===== src/rtl/vec_pkg.sv =====
// Shared vector definitions for the lane fork/join pair.
// Holds the element width, the vector length, the lane count and the
// number of beats per vector. It also defines the lane-slice and
// full-vector types and the join FSM state encoding.
package vec_pkg;
    localparam int N  = 32;          // element width in bits
    localparam int V  = 20;          // elements per vector
    localparam int L  = 4;           // parallel lanes
    localparam int S  = V / L;       // beats per vector
    localparam int BW = $clog2(S);   // beat index width

    typedef logic [L-1:0][N-1:0] lane_vec_t;
    typedef logic [V-1:0][N-1:0] full_vec_t;

    typedef enum logic [1:0] {
        J_IDLE,
        J_COLLECT,
        J_DONE
    } join_state_t;
endpackage


===== src/rtl/join_vector_if.sv =====
// Bus between the lane ALUs/sequencer and the join_vector gatherer.
//
// Handshake: the slave (join_vector) captures Lane_Res_i on a rising edge
// only while it is in COLLECT (Busy_o=1) and Lane_Valid_i=1. There is no
// back-pressure: while COLLECT is active, every valid beat is accepted on
// the edge where it is presented. Start_i is sampled only in IDLE or DONE.
// Done_o is a one-cycle pulse. Result_VEC_o is complete and stable from
// that cycle until the next COLLECT writes.
//
// Signals: Start_i, Lane_Valid_i, Lane_Res_i (master -> slave);
//          Result_VEC_o, Beat_o, Busy_o, Done_o, state (slave -> master).
//          state is the FSM state, exposed for observation.
interface join_vector_if;
    import vec_pkg::*;

    logic             Start_i;
    logic             Lane_Valid_i;
    lane_vec_t        Lane_Res_i;
    full_vec_t        Result_VEC_o;
    logic [BW-1:0]    Beat_o;
    logic             Busy_o;
    logic             Done_o;
    join_state_t      state;

    modport master (
        output Start_i, Lane_Valid_i, Lane_Res_i,
        input  Result_VEC_o, Beat_o, Busy_o, Done_o, state
    );

    modport slave (
        input  Start_i, Lane_Valid_i, Lane_Res_i,
        output Result_VEC_o, Beat_o, Busy_o, Done_o, state
    );
endinterface


===== src/rtl/join_vector_beat_counter.sv =====
// Modulo-S beat counter used by join_vector.
// Ports: clk, rst_n (async active-low), clr (synchronous clear to 0),
//        en (advance one beat), count (current beat index),
//        last (count is at S-1; the next enabled edge wraps to 0).
module beat_counter
    import vec_pkg::*;
(
    input  logic          clk,
    input  logic          rst_n,
    input  logic          clr,
    input  logic          en,
    output logic [BW-1:0] count,
    output logic          last
);
    assign last = (count == BW'(S - 1));

    always_ff @(posedge clk or negedge rst_n) begin
        if (!rst_n) begin
            count <= '0;
        end else if (clr) begin
            count <= '0;
        end else if (en) begin
            // Wrapping happens only from S-1, so count never reaches S.
            count <= last ? '0 : count + 1'b1;
        end
    end
endmodule


===== src/rtl/join_vector.sv =====
// join_vector: reassembles L-lane ALU results, streamed over S beats, into
// one V-element vector for register-file write-back. Lane l at beat k lands
// in element l*S+k. Done_o pulses for one cycle when the vector is complete.
// Ports: CLK (rising edge), RST (async active-low),
//        bus (join_vector_if.slave: start/valid/lane data in;
//             vector, beat index, busy, done and FSM state out).
module join_vector
    import vec_pkg::*;
(
    input  logic          CLK,
    input  logic          RST,
    join_vector_if.slave  bus
);
    join_state_t          state;
    join_state_t          state_next;
    logic                 cnt_clr;
    logic                 cnt_en;
    logic                 cnt_last;
    logic [BW-1:0]        beat;
    logic                 wr;
    logic [S-1:0][N-1:0]  seg_all [L];

    beat_counter u_beat_counter (
        .clk   (CLK),
        .rst_n (RST),
        .clr   (cnt_clr),
        .en    (cnt_en),
        .count (beat),
        .last  (cnt_last)
    );

    always_ff @(posedge CLK or negedge RST) begin
        if (!RST) begin
            state <= J_IDLE;
        end else begin
            state <= state_next;
        end
    end

    always_comb begin
        state_next  = state;
        cnt_clr     = 1'b0;
        cnt_en      = 1'b0;
        bus.Busy_o  = 1'b0;
        bus.Done_o  = 1'b0;
        case (state)
            J_IDLE: begin
                if (bus.Start_i) begin
                    cnt_clr    = 1'b1;
                    state_next = J_COLLECT;
                end
            end
            J_COLLECT: begin
                // Start_i is deliberately ignored here: no mid-vector restart.
                bus.Busy_o = 1'b1;
                if (bus.Lane_Valid_i) begin
                    cnt_en = 1'b1;
                    if (cnt_last) begin
                        state_next = J_DONE;
                    end
                end
            end
            J_DONE: begin
                bus.Done_o = 1'b1;
                if (bus.Start_i) begin
                    cnt_clr    = 1'b1;
                    state_next = J_COLLECT;
                end else begin
                    state_next = J_IDLE;
                end
            end
            default: begin
                state_next = J_IDLE;
            end
        endcase
    end

    assign wr = (state == J_COLLECT) && bus.Lane_Valid_i;

    // Each lane owns the contiguous element segment [l*S, l*S+S-1]. The beat
    // index selects the element inside that segment. Elements keep their
    // previous values until overwritten; nothing is cleared at Start_i.
    for (genvar l = 0; l < L; l++) begin : lane_g
        logic [S-1:0][N-1:0] seg;

        always_ff @(posedge CLK or negedge RST) begin
            if (!RST) begin
                seg <= '0;
            end else if (wr) begin
                seg[beat] <= bus.Lane_Res_i[l];
            end
        end

        assign seg_all[l] = seg;
    end

    always_comb begin
        bus.Result_VEC_o = '0;
        for (int l = 0; l < L; l++) begin
            for (int k = 0; k < S; k++) begin
                bus.Result_VEC_o[l*S + k] = seg_all[l][k];
            end
        end
    end

    assign bus.Beat_o = beat;
    assign bus.state  = state;
endmodule


===== src/flat_wrapper.sv =====
// flat-port wrapper written by rule: the top's interface ports become plain ports
module join_vector_flat import vec_pkg::*;
  (CLK, RST, bus_Start_i, bus_Lane_Valid_i, bus_Lane_Res_i, bus_Result_VEC_o, bus_Beat_o, bus_Busy_o, bus_Done_o, bus_state);
  join_vector_if bus_i ();
  input  logic CLK;
  input  logic RST;
  input wire logic [$bits(bus_i.Start_i)-1:0] bus_Start_i;
  input wire logic [$bits(bus_i.Lane_Valid_i)-1:0] bus_Lane_Valid_i;
  input wire logic [$bits(bus_i.Lane_Res_i)-1:0] bus_Lane_Res_i;
  output wire logic [$bits(bus_i.Result_VEC_o)-1:0] bus_Result_VEC_o;
  output wire logic [$bits(bus_i.Beat_o)-1:0] bus_Beat_o;
  output wire logic [$bits(bus_i.Busy_o)-1:0] bus_Busy_o;
  output wire logic [$bits(bus_i.Done_o)-1:0] bus_Done_o;
  output wire logic [$bits(bus_i.state)-1:0] bus_state;
  assign bus_i.Start_i = bus_Start_i;
  assign bus_i.Lane_Valid_i = bus_Lane_Valid_i;
  assign bus_i.Lane_Res_i = bus_Lane_Res_i;
  assign bus_Result_VEC_o = bus_i.Result_VEC_o;
  assign bus_Beat_o = bus_i.Beat_o;
  assign bus_Busy_o = bus_i.Busy_o;
  assign bus_Done_o = bus_i.Done_o;
  assign bus_state = bus_i.state;
  join_vector u_core (.CLK(CLK), .RST(RST), .bus(bus_i));
endmodule

===== config.mk =====
export PLATFORM = sky130hd
export DESIGN_NAME = join_vector_flat
export DESIGN_NICKNAME = d
export VERILOG_FILES = /design/src/rtl/vec_pkg.sv /design/src/rtl/join_vector_if.sv /design/src/rtl/join_vector_beat_counter.sv /design/src/rtl/join_vector.sv /design/src/flat_wrapper.sv
export SDC_FILE = /design/constraint.sdc
export NUM_CORES = 1
export LEC_CHECK = 0
export CORE_AREA = 2 2 307 309
export CTS_CLUSTER_DIAMETER = 80
export DETAILED_ROUTE_END_ITERATION = 16
export DIE_AREA = 0 0 309 311
export PLACE_DENSITY = 0.56
export SLEW_MARGIN = 20
export SYNTH_ARGS = -nofsm -noshare
export SYNTH_HDL_FRONTEND = slang
export SYNTH_SLANG_ARGS = --single-unit

===== constraint.sdc =====
create_clock -name CLK -period 5.1 [get_ports CLK]
set_input_delay 0.51 -clock CLK [delete_from_list [all_inputs] [get_ports CLK]]
set_output_delay 0.51 -clock CLK [all_outputs]
set_load 0.02 [all_outputs]

======== Word-level counts from Yosys, hierarchy flattened ========
Cells that the tools add are included.
storage, ports and cells
  logic and storage cells ................. 57
  flip-flop bits (word level) ............. 645
  output and inout port bits .............. 647
  input port bits ......................... 132
cells by class
  magnitude comparators ................... 2
  equal/unequal tests ..................... 6
  $add $sub $neg .......................... 1
  reduce and logical (&&, ||, !) cells .... 6
  muxes and demuxes ....................... 20
operators with widths
  operator                                                           number
  bitwise mux 160 bit                                                4
  demux 32 bit (select 3 bit)                                        1
  2-to-1 mux 32 bit                                                  1
  2-to-1 mux 3 bit                                                   3
  2-to-1 mux 1 bit                                                   7
  2-to-1 mux 2 bit                                                   3
  inequality test 2 bit, second input constant                       3
  case mux 2 bit (3 select lines)                                    1
  less-than comparator 3 x 4 -> 1 bit, second input constant         1
  adder 3 x 1 -> 3 bit, second input constant                        1
  equality test 3 bit, second input constant                         1
  greater-or-equal comparator 3 x 1 -> 1 bit, second input constant  1
  AND reduction 3 bit                                                1
  equality test 2 x 1 -> 1 bit, second input constant                1
  equality test 2 bit, second input constant                         1
  logical AND 1 bit                                                  2
  logical NOT 2 bit                                                  1
  nonzero test 2 bit                                                 1
  OR reduction 2 bit                                                 1

======== Depth between registers and ports, before layout ========
Gate-level depths: netlist of the first run.
  depth after elaboration ................. 5
  depth in mapped cells ................... 5
  mapped depth without buffers ............ 5

======== By module ========
Synthesis of the first run repeated with hierarchy kept, for this count alone.
second synthesis, totals
  cell total of the unflattened synthesis .. 1386
  area, all modules ....................... 24202.0 um^2
modules (own cells, without submodules)
  module        cells an instance  sequential area each (um^2)  area each (um^2)  instances
  join_vector   1369               16065.4                      24031.8           1
  beat_counter  17                 75.1                         170.2             1

======== Worst setup path after synthesis of the first run ========
OpenSTA, ideal clock, no wires.
  path kind ............................... register to register
  from .................................... register u_core.u_beat_counter.count[0]
  to ...................................... register u_core.lane_g[1].seg (netlist bit u_core.bus.Result_VEC_o[196])
  clock period less this slack ............ 1.942 ns
  arrival time ............................ 1.814 ns
  setup slack ............................. 3.158 ns
  stages on the path, launching flop included .. 6
  setup time .............................. 0.128 ns
  data required time ...................... 4.972 ns
  buffers on the path ..................... 2
  cells stage by stage .................... dfrtp_1 inv_1 or4_4 buf_6 buf_2 mux2_1
between the ends
  cells in the longest elaborated chain, start to end .. 5
  elaborated cells between the ends (all ways) .. 6
  classes of those cells .................. order compare (2); mux (3); reduce/logical (1)
RTL lines
  what                                                                                                                            line                            text
  start, declared                                                                                                                 join_vector_beat_counter.sv:12  output logic [BW-1:0] count,
  start signal, assigned                                                                                                          join_vector_beat_counter.sv:24  count <= last ? '0 : count + 1'b1;
  less-than comparator 3 x 4 -> 1 bit (implied by the code) / greater-or-equal comparator 3 x 1 -> 1 bit (equally long branches)  join_vector.sv:90               seg[beat] <= bus.Lane_Res_i[l];
  logical AND 1 bit (implied by the code)                                                                                         join_vector.sv:90
  2-to-1 mux 32 bit (implied by the code)                                                                                         join_vector.sv:90
  demux 32 bit (select 3 bit) (*)                                                                                                 --
  bitwise mux 160 bit (*)                                                                                                         join_vector.sv:90
  end signal, assigned by index                                                                                                   join_vector.sv:90
  end, declared                                                                                                                   join_vector.sv:84               logic [S-1:0][N-1:0] seg;
Every way passes the cells marked *; elsewhere a longest branch is shown, timed or not.
A chain may end at the register's enable or synchronous reset.

======== Worst setup path after layout of the first run ========
  from .................................... register u_core.state[0], in the netlist u_core.bus.state[0]
  to ...................................... output bus_Busy_o
between the ends
  cells in the longest elaborated chain, start to end .. 2
RTL lines
  what                          line                text
  start, declared               join_vector.sv:14   join_state_t state;
  start signal, assigned        join_vector.sv:36   state <= state_next;
  equality test 2 x 1 -> 1 bit  join_vector.sv:46   case (state)
  2-to-1 mux 1 bit              join_vector.sv:46
  end, declared                 flat_wrapper.sv:12  output wire logic [$bits(bus_i.Busy_o)-1:0] bus_Busy_o;
No other way between the ends.

==> summary.txt, run 1 <==
Timing
  – Slew Limit Fails: 0
  – Final count of hold timing violations: 0
  – Fin crit period: 2.794 ns
  – RSZ-0062 raised after global routing: false
  – Fmax: 0.3579 GHz
  – Layout Skew: 0.01270 ns
  – Finish-stage setup viols: 0
  – Slew margin rel.: 31.03%
  – Worst slew pin tran: 1.035 ns
  – Fin Setup TNS: 0 ns
  – Final period utilization: 54.78%

Global routing
  – Tot GR Track Use: 15.22%
  – Initial antenna violation count: 1
  – Pin count of the biggest net entering global routing: 126
  – Overflow after GRT: 0
  – Vias in the first global route: 16250
  – First-pass GRT wire length: 110000 um

Final layout
  – Sequential cell area: 16140 um2
  – Multi-input logic area: 7400 um2
  – P&R area growth vs syn: 48.11%
  – Fillers: 8738
  – Antenna Cells: 0
  – Ratio of cells with drive above 1 in the final layout: 34.60%
  – Final net count: 2319

Clocking
  – Clock-pin slew of the registers on the worst-case setup and hold paths: 0.06 ns
  – CTS tree: done
  – Cts bufs inserted: 75
  – Post_cts resized: 0
  – Worst skew pair latency: 0.62 ns
  – Total clock sinks: 645
  – Htree depth: 3
  – CTS root buffer: clkbuf_16
  – Post-CTS Setup Repair Bufs: 0
  – Clk buf depth: 3

Setup path
  – Reg2Reg Capture Point: u_core.bus.Result_VEC_o[254]$_DFFE_PN0P_
  – Crit path kind: reg2out
  – Worst EP required: 4.59 ns
  – Reg-to-Reg Start: u_core.bus.state[0]$_DFFE_PN0P_
  – R2r setup slk: 2.54 ns
  – Max FO, Critical Path: 5
  – Worst Setup End Kind: primary output
  – Worst reg2reg path depth: 4
  – Startpoint types: flip-flop
  – Crit path arrival time: 2.28 ns

Logic synthesis
  – Synth cell count leaders: dfrtp_1, mux2_2, buf_2
  – Synth Flop Type: dfrtp_1
  – Syn nets: 1516
  – Post-synth ARST share: 100.0%
  – Top cell type's share of synthesized area: 67.08%
  – Seq/Total Area, Yosys: 67.08%
  – Synth warn: 0
  – Post-synth EDFFs: 0
  – Synth area leader: dfrtp_1
  – Distinct cells, synth: 25
  – Avg Inst Size Synth: 17.41 um2
  – Yosys reg bits: 645
  – Synth area leaders: dfrtp_1, mux2_2, buf_6
  – Post-Syn Area: 24060 um2
  – Count leader, synth: dfrtp_1
  – Syn Inst Count: 1382

Floorplan
  – Top Ports: 779
  – Core Footprint: 92770 um2
  – Die width: 309 um
  – Initial Util: 25.94%
  – Row count: 112
  – Die ar.: 96100 um2
  – Die Height: 311 um

Power and ir drop
  – VDD IR-drop max: 0.0003097 V
  – Total chip power: 27.26 mW
  – Leakage power: 15.05 nW
  – PD cells: 765.0 nW/um2

Placed design
  – Placer Congestion: 0.7917
  – Post-DP HPWL: 52430 um
  – PortBufs: 778

Detailed routing
  – First-pass iteration count of the detailed router: 4
  – Vias per cell: 4.246
  – DRT iter0 DRCs: 578
  – Antenna-violating nets left: 0
  – Drt wl/cell: 21.34 um
  – WL final: 74640 um
  – Via count: 14850
  – DRC: 0

Hold path
  – Worst Hold Class: in2async

Status
  – Status: completed

Run
  – Max Cap Viol: 0
## routing by layer
metal / global-route usage, % / vias up / wire, um
met4: 5.296 / 0 / 1977
met3: 5.163 / 91 / 5910
met1: 16.44 / 7751 / 27680
met5: 0 / - / 0
li1: - / 6508 / -
met2: 27.44 / 500 / 39080
## critical path: stages (launching register included)
cell	delay (ns)
dfrtp_1	0.57
nor2b_1	0.32
clkdlybuf4s50_1	0.77
## stage by stage
step / area (um2) / setup WS, ns / utilization [%] / std cells / hold WS, ns
floorplan: 24060 / 3.158 / - / 1382 / 0.2144
global placement: 33170 / 2.088 / 35.75 / 3361 / 0.4775
detailed placement: 33170 / 2.030 / 35.75 / 3361 / 0.4824
CTS: 35640 / 2.224 / 38.42 / 3497 / 0.4545
global route: 35640 / 2.210 / 38.42 / 3497 / 0.5027
finish: 35640 / 2.306 / 38.42 / 3497 / 0.4709
## worst max path at each step
stage,startpoint,to,slack (ns)
floorplan,u_core.u_beat_counter.count[0]$_DFFE_PN0P_,u_core.bus.Result_VEC_o[196]$_DFFE_PN0P_,3.16
global placement,bus_Lane_Valid_i,u_core.bus.Result_VEC_o[291]$_DFFE_PN0P_,2.09
detailed placement,bus_Lane_Valid_i,u_core.bus.Result_VEC_o[401]$_DFFE_PN0P_,2.03
CTS,u_core.bus.state[0]$_DFFE_PN0P_,bus_Busy_o,2.22
global route,u_core.bus.state[0]$_DFFE_PN0P_,bus_Busy_o,2.21
finish,u_core.bus.state[0]$_DFFE_PN0P_,bus_Busy_o,2.31
## report_power, final
| group | switching [mW] | total (mW) | internal [mW] |
|---|---|---|---|
| Sequential | 1.35 | 9.03 | 7.68 |
| Combinational | 6.30 | 12.9 | 6.61 |
| Clock | 2.16 | 5.33 | 3.16 |
| Total | 9.81 | 27.3 | 17.5 |
## kinds of logic (layout without fill, tap and decap cells)
family	count (synthesis)	count (layout)	share of synthesized area, %
buffers and inverters	73	934	2.226
DFF	645	645	67.08
AOI/OAI and AO/OA	4	4	0.09879
and+or+nand+nor	17	17	0.4992
adders and majority gates	2	2	0.1040
muxes	641	641	29.99
## cell usage in the layout, fill, tap and decap left out, types with 7 or more instances in the layout
| master | instances |
|---|---|
| clkbuf_1 | 17 |
| clkdlybuf4s50_1 | 777 |
| mux2_1 | 7 |
| dfrtp_1 | 645 |
| clkbuf_8 | 13 |
| mux2_2 | 633 |
| buf_12 | 10 |
| buf_4 | 8 |
| clkbuf_16 | 78 |
| clkinv_2 | 16 |
## final cells by class
type                       instances  area share, %
clock inverter                    27         0.7408
clock buffer                     108          6.158
sequential                       645          45.29
timing repair buffer             797          22.62
tap                             1254          4.403
multi-input combinational        664          20.76
inverter                           2        0.02107
## sequential cells by signal (all words and copies together) (netlist names)
name and cells:
u_core.u_beat_counter.count 3, u_core.bus.Result_VEC_o 640, u_core.bus.state 2
## repair_timing
item	4_1_cts	5_1_grt
hold buffers	1	0
setup endpoints to repair	0	0
hold endpoints to repair	71	0
Power figures use the tool's default switching activity.
==> run 2, diff against run 1 <==
CORE_AREA = 2 2 302 304   (was 2 2 307 309)
DIE_AREA = 0 0 304 306   (was 0 0 309 311)
PLACE_DENSITY = 0.57   (was 0.56)
clock period = 2.62 ns   (was 5.1 ns; I/O delays follow)
==> run 2 against run 1 <==
- cell count fell by 1.6%
- via count rose by 1.6%
- combinational power rose by 95%
- count of clock-buffer cells in the layout rose by 2
- core utilization rose by 1.6 points
- die area fell by 3.2%
- non-clock buffer count rose by 25
- critical path depth did not move
- clock power rose by 89%
- setup slack got worse by 2.1 ns
==> summary.txt, run 2 (synthesis gave the netlist of run 1 again) <==
Power and ir drop
  – Clock Power Share: 19.2%
  – Total chip power: 52.97 mW
  – Leakage power: 15.18 nW
  – Sw Pwr: 19.08 mW
  – Sw frac: 36.01%
  – PD cells: 1479 nW/um2
  – Pint: 33.89 mW
  – Reg power frac: 33.2%
  – Gate power share: 47.6%
  – VDD IR-drop max: 0.0007189 V

Final layout
  – Most common cell after layout, fill and taps aside: clkdlybuf4s50_1
  – Final net count: 2343
  – Most frequent cells in the layout: clkdlybuf4s50_1, dfrtp_1, mux2_2
  – Ratio of cells with drive above 1 in the final layout: 34.95%
  – Max reg flops: 640
  – P&R area growth vs syn: 48.86%

Timing
  – Layout Skew: 0.03565 ns
  – Fin Setup TNS: 0 ns
  – Slew margin rel.: 58.90%
  – Final count of hold timing violations: 0
  – Fmax: 0.4124 GHz
  – Fin crit period: 2.425 ns
  – Worst slew pin tran: 0.6165 ns
  – RSZ-0062 raised after global routing: false
  – Finish-stage setup viols: 0
  – Final period utilization: 92.55%
  – Slew Limit Fails: 0

Global routing
  – Pin count of the biggest net entering global routing: 81
  – Tot GR Track Use: 15.57%
  – Initial antenna violation count: 2
  – Vias in the first global route: 16670
  – Overflow after GRT: 0
  – First-pass GRT wire length: 110700 um

Floorplan
  – Die Height: 306 um
  – Top Ports: 779
  – Core Footprint: 89600 um2
  – Row count: 110
  – Die width: 304 um
  – Initial Util: 26.86%
  – Die ar.: 93020 um2

Clocking
  – Cts bufs inserted: 74
  – CTS tree: done
  – CTS root buffer: clkbuf_16
  – Clock-pin slew of the registers on the worst-case setup and hold paths: 0.06 ns
  – Worst skew pair latency: 0.60 ns
  – Total clock sinks: 645
  – Post_cts resized: 0
  – Htree depth: 3
  – Clk buf depth: 3

Setup path
  – Startpoint types: flip-flop
  – R2r setup slk: 0.45 ns
  – Worst reg2reg path depth: 4
  – Reg-to-Reg Start: u_core.u_beat_counter.count[0]$_DFFE_PN0P_
  – Crit path kind: reg2out
  – Max FO, Critical Path: 5
  – Worst setup path start: u_core.bus.state[0]$_DFFE_PN0P_
  – Reg2Reg Capture Point: u_core.bus.Result_VEC_o[205]$_DFFE_PN0P_
  – Worst EP required: 2.36 ns
  – Crit path arrival time: 2.16 ns
  – Worst Setup End Kind: primary output

Run
  – Max Cap Viol: 0

Detailed routing
  – Drt wl/cell: 21.43 um
  – Vias per cell: 4.387
  – Antenna-violating nets left: 0
  – DRT iter0 DRCs: 497
  – First-pass iteration count of the detailed router: 4
  – WL final: 73710 um
  – Via count: 15090
  – DRC: 0

Placed design
  – Post-DP HPWL: 53460 um
  – Placer Congestion: 0.7941
  – PortBufs: 778

Hold path
  – Worst Hold Class: in2async

Status
  – Status: completed
==> run 2: timing repair <==
item                                   in CTS  in global routing
hold buffers                                1                  0
endpoints found under the hold margin      58                  0
setup buffers                               0                  0
setup endpoints to repair                   0                  0
==> run 2: layer usage <==
layer / track usage, % / part of all wire, % / vias up
met5: 0 / 0 / -
li1: - / - / 6584
met2: 27.09 / 51 / 521
met4: 6.826 / 4.5 / 0
met3: 5.364 / 7.7 / 157
met1: 17.23 / 37 / 7830
==> run 2: worst max-delay path by stage <==
stage / to / slack, ns / depth (start not counted)
global placement: u_core.bus.Result_VEC_o[258]$_DFFE_PN0P_ / 0.25 / 6
finish: bus_Busy_o / 0.20 / 2
floorplan: u_core.bus.Result_VEC_o[196]$_DFFE_PN0P_ / 0.68 / 5
detailed placement: u_core.bus.Result_VEC_o[275]$_DFFE_PN0P_ / 0.19 / 6
CTS: bus_Busy_o / 0.15 / 2
global route: bus_Busy_o / 0.06 / 2
==> run 2: critical path, stage by stage, from the launching register on <==
cell,delay (ns)
dfrtp_1,0.50
nor2b_1,0.35
clkdlybuf4s50_1,0.71
==> run 2: layout make-up <==
type	count	area (um2)
multi-input combinational	664	7400
sequential	645	16140
timing repair buffer	822	8413
fill	8239	53780
tap	1176	1471
inverter	2	7.507
clock buffer	110	2138
clock inverter	20	246.5
antenna	1	2.502
==> run 2: per-stage QoR <==
stage / hold WS (ns) / util (%) / std cells / cell area [um2] / worst slack (ns)
final: 0.1558 / 39.98 / 3440 / 35820 / 0.1952
after global routing: 0.1656 / 39.98 / 3440 / 35820 / 0.06031
after CTS: 0.1319 / 39.97 / 3439 / 35820 / 0.1477
after detailed placement: 0.2095 / 37.30 / 3308 / 33420 / 0.1900
after global placement: 0.1988 / 37.30 / 3308 / 33420 / 0.2532
after floorplan: -0.03359 / - / 1382 / 24060 / 0.6785
==> run 2: power by group through the flow <==
| stage | registers [mW] | clock network (mW) | logic (mW) |
|---|---|---|---|
| finish | 17.6 | 10.1 | 25.2 |
| floorplan | 23.5 | 0 | 6.14 |
| detailed placement | 17.7 | 0 | 25.5 |
| CTS | 17.6 | 10.4 | 25.6 |
| global route | 18.2 | 10.9 | 26.3 |
| global placement | 17.5 | 0 | 25.3 |
